$ cat config.mk
export PLATFORM = sky130hd
export DESIGN_NAME = alu_arbiter
export DESIGN_NICKNAME = d
export VERILOG_FILES = /design/src/rtl/alu_arbiter.sv
export SDC_FILE = /design/constraint.sdc
export NUM_CORES = 1
export LEC_CHECK = 0
export CAP_MARGIN = 20
export CORE_MARGIN = 8
export CORE_UTILIZATION = 30
export DETAILED_ROUTE_END_ITERATION = 8
export PLACE_DENSITY_LB_ADDON = 0.25
export SYNTH_ARGS = -nofsm -noshare
export SYNTH_HDL_FRONTEND = slang
export SYNTH_SLANG_ARGS = --single-unit
export TNS_END_PERCENT = 30
$ cat constraint.sdc
create_clock -name clk -period 4.5 [get_ports clk]
set_input_delay 0.9 -clock clk [delete_from_list [all_inputs] [get_ports clk]]
set_output_delay 0.9 -clock clk [all_outputs]
set_load 0.05 [all_outputs]
$ cat src/rtl/alu_arbiter.sv
// alu_arbiter: shares one external combinational ALU between NUM_REQ
// requesters using rotate-priority (round-robin) arbitration. Operands are
// registered toward the ALU, and the result and flags are registered back to
// the winning requester. No arithmetic is performed here.
//
// Handshake: a transfer happens on a rising edge where valid and ready are
// both high. The source holds valid and payload stable until that edge. The
// sink may raise ready regardless of valid. req_* uses per-requester
// valid/ready. rsp_* uses a one-hot valid per requester and the matching
// rsp_ready bit; rsp_ready bits of non-granted requesters are ignored.
module alu_arbiter #(
  parameter int DATA_WIDTH = 32,
  parameter int NUM_REQ    = 2,
  parameter int OP_WIDTH   = 3,
  localparam int GW        = $clog2(NUM_REQ)
) (
  input  logic                           clk,
  input  logic                           rst,
  input  logic [NUM_REQ-1:0]             req_valid,
  output logic [NUM_REQ-1:0]             req_ready,
  input  logic [NUM_REQ*DATA_WIDTH-1:0]  req_a,
  input  logic [NUM_REQ*DATA_WIDTH-1:0]  req_b,
  input  logic [NUM_REQ*OP_WIDTH-1:0]    req_op,
  output logic [NUM_REQ-1:0]             rsp_valid,
  input  logic [NUM_REQ-1:0]             rsp_ready,
  output logic [DATA_WIDTH-1:0]          rsp_result,
  output logic                           rsp_zero,
  output logic                           rsp_carry,
  output logic                           rsp_overflow,
  output logic [DATA_WIDTH-1:0]          alu_a,
  output logic [DATA_WIDTH-1:0]          alu_b,
  output logic [OP_WIDTH-1:0]            alu_op,
  input  logic [DATA_WIDTH-1:0]          alu_result,
  input  logic                           alu_zero,
  input  logic                           alu_carry,
  input  logic                           alu_overflow,
  output logic                           busy,
  output logic [GW-1:0]                  grant_id,
  output logic [31:0]                    op_count,
  output logic [1:0]                     dbg_state
);

  typedef enum logic [1:0] {
    IDLE = 2'd0,
    EXEC = 2'd1,
    RESP = 2'd2
  } state_t;

  state_t                state, state_next;
  logic                  grant_found;
  logic [GW-1:0]         grant_idx;
  logic                  lo_found, hi_found;
  logic [GW-1:0]         lo_idx, hi_idx;
  logic [DATA_WIDTH-1:0] sel_a, sel_b;
  logic [OP_WIDTH-1:0]   sel_op;
  logic                  req_fire, rsp_fire;

  // grant_id doubles as last_grant: the search for the next winner starts one
  // past it. The descending scan leaves the lowest qualifying index in each
  // candidate: hi_* covers indices above last_grant (the wrap-free part of the
  // rotation), and lo_* is the fallback after wrapping to zero.
  always_comb begin
    lo_found = 1'b0;
    hi_found = 1'b0;
    lo_idx   = '0;
    hi_idx   = '0;
    for (int i = NUM_REQ - 1; i >= 0; i--) begin
      if (req_valid[i]) begin
        lo_found = 1'b1;
        lo_idx   = GW'(i);
        if (GW'(i) > grant_id) begin
          hi_found = 1'b1;
          hi_idx   = GW'(i);
        end
      end
    end
    grant_found = lo_found;
    grant_idx   = hi_found ? hi_idx : lo_idx;
  end

  // Select the winning requester's operands and op from the packed buses.
  always_comb begin
    sel_a  = '0;
    sel_b  = '0;
    sel_op = '0;
    for (int i = 0; i < NUM_REQ; i++) begin
      if (GW'(i) == grant_idx) begin
        sel_a  = req_a[i*DATA_WIDTH +: DATA_WIDTH];
        sel_b  = req_b[i*DATA_WIDTH +: DATA_WIDTH];
        sel_op = req_op[i*OP_WIDTH +: OP_WIDTH];
      end
    end
  end

  // Next-state logic, handshake outputs and fire strobes.
  always_comb begin
    state_next = state;
    req_ready  = '0;
    rsp_valid  = '0;
    req_fire   = 1'b0;
    rsp_fire   = 1'b0;
    case (state)
      IDLE: begin
        if (grant_found) begin
          req_ready  = {{(NUM_REQ-1){1'b0}}, 1'b1} << grant_idx;
          req_fire   = 1'b1;
          state_next = EXEC;
        end
      end
      EXEC: state_next = RESP;
      RESP: begin
        rsp_valid = {{(NUM_REQ-1){1'b0}}, 1'b1} << grant_id;
        if (rsp_ready[grant_id]) begin
          rsp_fire   = 1'b1;
          state_next = IDLE;
        end
      end
      default: state_next = IDLE;
    endcase
  end

  // State register plus the operand, response, grant and counter registers.
  always_ff @(posedge clk or posedge rst) begin
    if (rst) begin
      state        <= IDLE;
      alu_a        <= '0;
      alu_b        <= '0;
      alu_op       <= '0;
      rsp_result   <= '0;
      rsp_zero     <= 1'b0;
      rsp_carry    <= 1'b0;
      rsp_overflow <= 1'b0;
      grant_id     <= GW'(NUM_REQ - 1);
      op_count     <= '0;
    end else begin
      state <= state_next;
      if (req_fire) begin
        alu_a    <= sel_a;
        alu_b    <= sel_b;
        alu_op   <= sel_op;
        grant_id <= grant_idx;
      end
      if (state == EXEC) begin
        rsp_result   <= alu_result;
        rsp_zero     <= alu_zero;
        rsp_carry    <= alu_carry;
        rsp_overflow <= alu_overflow;
      end
      if (rsp_fire) begin
        op_count <= op_count + 32'd1;
      end
    end
  end

  assign busy      = (state != IDLE);
  assign dbg_state = state;

endmodule

==> flow_metrics.env, run 1 <==
export IMPL_status="finished clean"
export IMPL_drcViolationCount=0
export IMPL_grt_pass1_vias=5338
export IMPL_numCtsBuffers=17
export IMPL_clockBufferDepth=2
export IMPL_clk_latency_ps=410
export IMPL_vdd_ir_drop_max_mv=0.416
export IMPL_antennaDiodeCount=0
export IMPL_nFillCells=1556
export IMPL_syn_inst=435
export IMPL_path_max_fanout=3
export IMPL_p_total_mw=7.66
export IMPL_antenna_found_initial=0
export IMPL_worst_pin_slew_ps=879
export IMPL_gr_total_overflow=0
export IMPL_routabilityCongestion=0.749
export IMPL_hold_viol=0
export IMPL_ant_nets=0
export IMPL_p_leak_nw=4.22
export IMPL_final_cells=988
export IMPL_period_minus_slack_ps=3500
export IMPL_die_y_um=152
export IMPL_wire_per_inst_um=19.7
export IMPL_required_ps=3600
export IMPL_cts_sinks=137
export IMPL_cts_tree="built"
export IMPL_finalSetupTns_ps=0
export IMPL_yosysSeqAreaShare_pct=61.8
export IMPL_synthArstFlopShare_pct=100
export IMPL_cts_root_buf="clkbuf_16"
export IMPL_crit_path_end_kind="output pin"
export IMPL_htree_levels=4
export IMPL_reg2reg_depth=6
export IMPL_die_w_um=152
export IMPL_fin_crit_sh_pct=77.8
export IMPL_syn_area_sq_um=5550
export IMPL_grt_pass1_wl_mm=30.6
export IMPL_rsz0062_at_grt="no"
export IMPL_rows=49
export IMPL_via_count=4876
export IMPL_synth_main_ff_cell="dfrtp_1"
export IMPL_post_cts_setup_buffers=0
export IMPL_io_buffers=316
export IMPL_die_area_sq_um=23100
export IMPL_clkTransAtPathRegs_ps=60
export IMPL_yosysWarnings=0
export IMPL_synth_edf_count=0
export IMPL_vias_per_cell=4.94
export IMPL_skew_ps=6.99
export IMPL_powerDensity_nw_per_um2=803
export IMPL_slew_violations=0
export IMPL_hold_ws_ps=468
export IMPL_setup_viol=0
export IMPL_track_usage_pct=16.7
export IMPL_hold_depth=1
export IMPL_setup_ws_ps=1000
export IMPL_cp_start_kind="primary input"
export IMPL_firstDrtPassIters=9
export IMPL_hpwl_mm=14.6
export IMPL_fmax_mhz=286
export IMPL_post_cts_resized=0
export IMPL_postCtsHoldBufs=0
export IMPL_area_growth_pct=71.8
export IMPL_start_util_pct=30.7
export IMPL_slew_headroom_pct=41.4
export IMPL_path_class="in -> out"
export IMPL_dr_first_iter_drc_count=412
export IMPL_pin_count=317
export IMPL_final_nets=922
export IMPL_syn_nets=611
export IMPL_cp_arrival_ps=2600
export IMPL_synth_seq_cells=137
export IMPL_drive_above_1_share_pct=10.7
export IMPL_grt_max_degree=138
export IMPL_dpl_cell_count=956
export IMPL_dp_slack_ps=958
export IMPL_core_area_sq_um=18100
export IMPL_synth_cell_types=29
export IMPL_avgSynthCellArea_sq_um=12.8
export IMPL_drv_cap=0
export IMPL_hold_path_class="reg -> reg"
export IMPL_wl_mm=19.4
-- worst max-delay path: stages --
cell             delay, ps
clkdlybuf4s50_1        600
and3_2                 260
clkdlybuf4s50_1        840
-- metrics by stage --
| stage | instance area (sq um) | util, % |
|---|---|---|
| finish | 9540 | 52.7 |
| global placement | 8940 | 49.5 |
| CTS | 9540 | 52.7 |
| floorplan | 5560 | - |
| global route | 9540 | 52.7 |
| detailed placement | 8940 | 49.5 |
-- worst paths after layout --
check | start | to | slack (ps)
min in group asynchronous | rst | rsp_carry$_DFFE_PP0N_ | 1070
setup reg to reg | dbg_state[1]$_DFFE_PP0P_ | alu_b[31]$_DFFE_PP0P_ | 2380
hold / removal | op_count[31]$_DFFE_PP0P_ | op_count[31]$_DFFE_PP0P_ | 470
setup / recovery | req_valid[1] | req_ready[1] | 1000
max in group asynchronous | rst | alu_a[19]$_DFFE_PP0P_ | 2830
hold reg to reg | op_count[31]$_DFFE_PP0P_ | op_count[31]$_DFFE_PP0P_ | 470
-- area by class of cell --
class                           count  area, sq um  area share [%]
Clock inverter                     11          121            1.27
Timing Repair Buffer              320         3200            33.6
Clock buffer                       21          470            4.93
Sequential cell                   137         3430            36.0
Tap cell                          229          287            3.00
Multi-Input combinational cell    197         1750            18.3
Inverter                           73          278            2.91
-- kinds of logic (layout without fill, tap and decap cells) --
family | after synthesis | in the layout | share of synthesized area (%)
DFF | 137 | 137 | 61.8
buffers and inverters | 101 | 425 | 7.14
AOI/OAI and AO/OA | 71 | 71 | 12.6
and+or+nand+nor | 57 | 57 | 5.79
muxes | 37 | 37 | 7.55
xor gates and xnor gates | 31 | 31 | 4.89
adders and majority gates | 1 | 1 | 0.225
-- Yosys cell counts (2+ instances only) --
master / count / share of area, %
dfrtp_1: 136 / 61
inv_1: 73 / 4.9
a222oi_1: 67 / 12
mux2_2: 36 / 7.3
xnor2_1: 26 / 4.1
clkbuf_1: 15 / 1.0
nand3_1: 14 / 1.3
and3_1: 10 / 1.1
nand2_1: 10 / 0.68
buf_2: 7 / 0.63
nand4_1: 6 / 0.68
and4_1: 5 / 0.79
nor2_1: 5 / 0.34
xor2_1: 5 / 0.79
buf_1: 3 / 0.20
and2_1: 2 / 0.23
buf_4: 2 / 0.27
nand2b_1: 2 / 0.23
-- cells in the final DEF, fill, tap and decap left out, drive strengths merged, types with 10 or more instances in the layout --
cell type / instances
clkdlybuf4s50: 315
a222oi: 67
nand2: 10
xnor2: 26
dfrtp: 136
and3: 10
clkbuf: 21
inv: 72
nand3: 14
mux2: 36
-- report_power, final --
part / leakage (nW) / switching [mW] / internal, mW
logic: 2.23 / 2.72 / 1.51
clock network: 0.277 / 0.528 / 0.857
registers: 1.71 / 0.315 / 1.74
total: 4.22 / 3.56 / 4.10
-- state kept, by name, indices dropped and copies added, names as in the netlist --
| name | cells |
|---|---|
| alu_a | 32 |
| alu_b | 32 |
| alu_op | 3 |
| dbg_state | 2 |
| grant_id | 1 |
| op_count | 32 |
| rsp_carry | 1 |
| rsp_overflow | 1 |
| rsp_result | 32 |
| rsp_zero | 1 |
-- metal layers --
layer	global-route usage [%]	share of wire (%)
met1	18.4	38
met2	28.1	50
met3	7.57	10
met4	5.57	1.7
met5	0	0
Power figures use the tool's default switching activity.
==> inputs of run 2 (changes only) <==
Clock period 4.5 ns to 3.7 ns, I/O delays scaled along.
==> flow_metrics.env, run 2 (same netlist as run 1, synthesis figures left out) <==
export IMPL_io_buffers=316
export IMPL_antennaDiodeCount=0
export IMPL_worst_pin_slew_ps=872
export IMPL_vias_per_cell=4.92
export IMPL_firstDrtPassIters=6
export IMPL_p_leak_nw=4.27
export IMPL_clockBufferDepth=2
export IMPL_slew_headroom_pct=41.9
export IMPL_start_util_pct=30.7
export IMPL_path_max_fanout=6
export IMPL_status="finished clean"
export IMPL_area_growth_pct=73.4
export IMPL_finalSetupTns_ps=0
export IMPL_drv_cap=0
export IMPL_clkPwrFrac_pct=20.2
export IMPL_layout_commonest_cell="clkdlybuf4s50_1"
export IMPL_antenna_found_initial=0
export IMPL_fmax_mhz=352
export IMPL_wl_mm=19.5
export IMPL_drcViolationCount=0
export IMPL_p_sw_share_pct=45.1
export IMPL_cts_sinks=137
export IMPL_nFillCells=1562
export IMPL_final_cells=986
export IMPL_gr_total_overflow=0
export IMPL_dp_slack_ps=916
export IMPL_dpl_cell_count=956
export IMPL_cts_root_buf="clkbuf_16"
export IMPL_grt_max_degree=134
export IMPL_htree_levels=4
export IMPL_powerDensity_nw_per_um2=993
export IMPL_rows=49
export IMPL_p_comb_share_pct=53.9
export IMPL_via_count=4847
export IMPL_skew_ps=8.75
export IMPL_hold_path_class="reg -> reg"
export IMPL_utilization_pct=53.2
export IMPL_setup_ws_ps=861
export IMPL_post_cts_resized=0
export IMPL_final_cell_mix="clkdlybuf4s50_1 (314), dfrtp_1 (136), inv_1 (72)"
export IMPL_max_stage_delay_ps=850
export IMPL_core_area_sq_um=18100
export IMPL_switchingPower_mw=4.31
export IMPL_regArea_sq_um=3430
export IMPL_die_area_sq_um=23100
export IMPL_vdd_ir_drop_max_mv=0.537
export IMPL_numCtsBuffers=17
export IMPL_period_minus_slack_ps=2840
export IMPL_clkTransAtPathRegs_ps=60
export IMPL_slew_violations=0
export IMPL_post_cts_setup_buffers=0
export IMPL_hpwl_mm=14.7
export IMPL_final_nets=922
export IMPL_crit_path_end_kind="output pin"
export IMPL_pin_count=317
export IMPL_rsz0062_at_grt="no"
export IMPL_cts_tree="built"
export IMPL_cp_arrival_ps=2100
export IMPL_wire_per_inst_um=19.8
export IMPL_required_ps=2960
export IMPL_multi_input_area_sq_um=1750
export IMPL_grt_pass1_vias=5446
export IMPL_p_seq_share_pct=26.0
export IMPL_cp_start_kind="flop"
export IMPL_clk_latency_ps=410
export IMPL_track_usage_pct=17.0
export IMPL_die_w_um=152
export IMPL_ant_nets=0
export IMPL_path_class="reg -> out"
export IMPL_fin_crit_sh_pct=76.7
export IMPL_p_total_mw=9.56
export IMPL_hold_viol=0
export IMPL_routabilityCongestion=0.768
export IMPL_grt_pass1_wl_mm=31.0
export IMPL_drive_above_1_share_pct=10.7
export IMPL_dr_first_iter_drc_count=368
export IMPL_postCtsHoldBufs=0
export IMPL_worstPathCellList="nand2b_1 -> nor2_1 -> clkdlybuf4s50_1"
export IMPL_setup_viol=0
export IMPL_internal_power_mw=5.25
export IMPL_critPathSlowestCell="clkdlybuf4s50_1"
export IMPL_die_y_um=152
## run 2: power by group through the flow
stage	registers [mW]	logic [mW]	clock network, mW
global route	2.57	5.40	2.05
detailed placement	2.50	5.21	0
global placement	2.47	5.14	0
finish	2.48	5.15	1.93
CTS	2.49	5.22	1.98
floorplan	4.53	1.27	0
## run 2: worst max-delay path, delay by kind of cell (launching register included)
family                 cells  cell delay [ps]
buffers and inverters      1              850
and+or+nand+nor            2              430
DFF                        1              400
## run 2: worst paths after layout
path                                               to  cells past startpoint  slack (ps)                      from
setup / recovery                         rsp_valid[0]                      3         860  dbg_state[0]$_DFFE_PP0P_
hold / removal               op_count[31]$_DFFE_PP0P_                      1         470  op_count[31]$_DFFE_PP0P_
setup reg to reg                alu_a[31]$_DFFE_PP0P_                      6        1540  dbg_state[1]$_DFFE_PP0P_
hold reg to reg              op_count[31]$_DFFE_PP0P_                      1         470  op_count[31]$_DFFE_PP0P_
max in group asynchronous  rsp_result[24]$_DFFE_PP0N_                      3        2140                       rst
min in group asynchronous  rsp_result[12]$_DFFE_PP0N_                      2         580                       rst
## run 2: metal layers
layer | part of all wire (%) | up-vias | global-route usage, % | wire length [um]
met4 | 3.6 | 0 | 8.28 | 702
li1 | - | 2216 | - | -
met5 | 0 | - | 0 | 0
met3 | 9.1 | 38 | 7.32 | 1770
met1 | 37 | 2359 | 18.0 | 7240
met2 | 50 | 234 | 28.7 | 9770
## run 2: area by class of cell
class	count	area share (%)
clock buffers	19	4.71
inverters	73	2.89
well taps	229	2.98
flip-flops and latches	137	35.6
repair buffers	320	33.4
clock inverters	11	2.26
multi-input cells	197	18.2
## run 2: stage by stage
step                instance area [sq um]  hold slack, ps
floorplan                            5560             652
global placement                     8950             460
detailed placement                   8950             475
CTS                                  9630             482
global route                         9630             495
finish                               9630             471
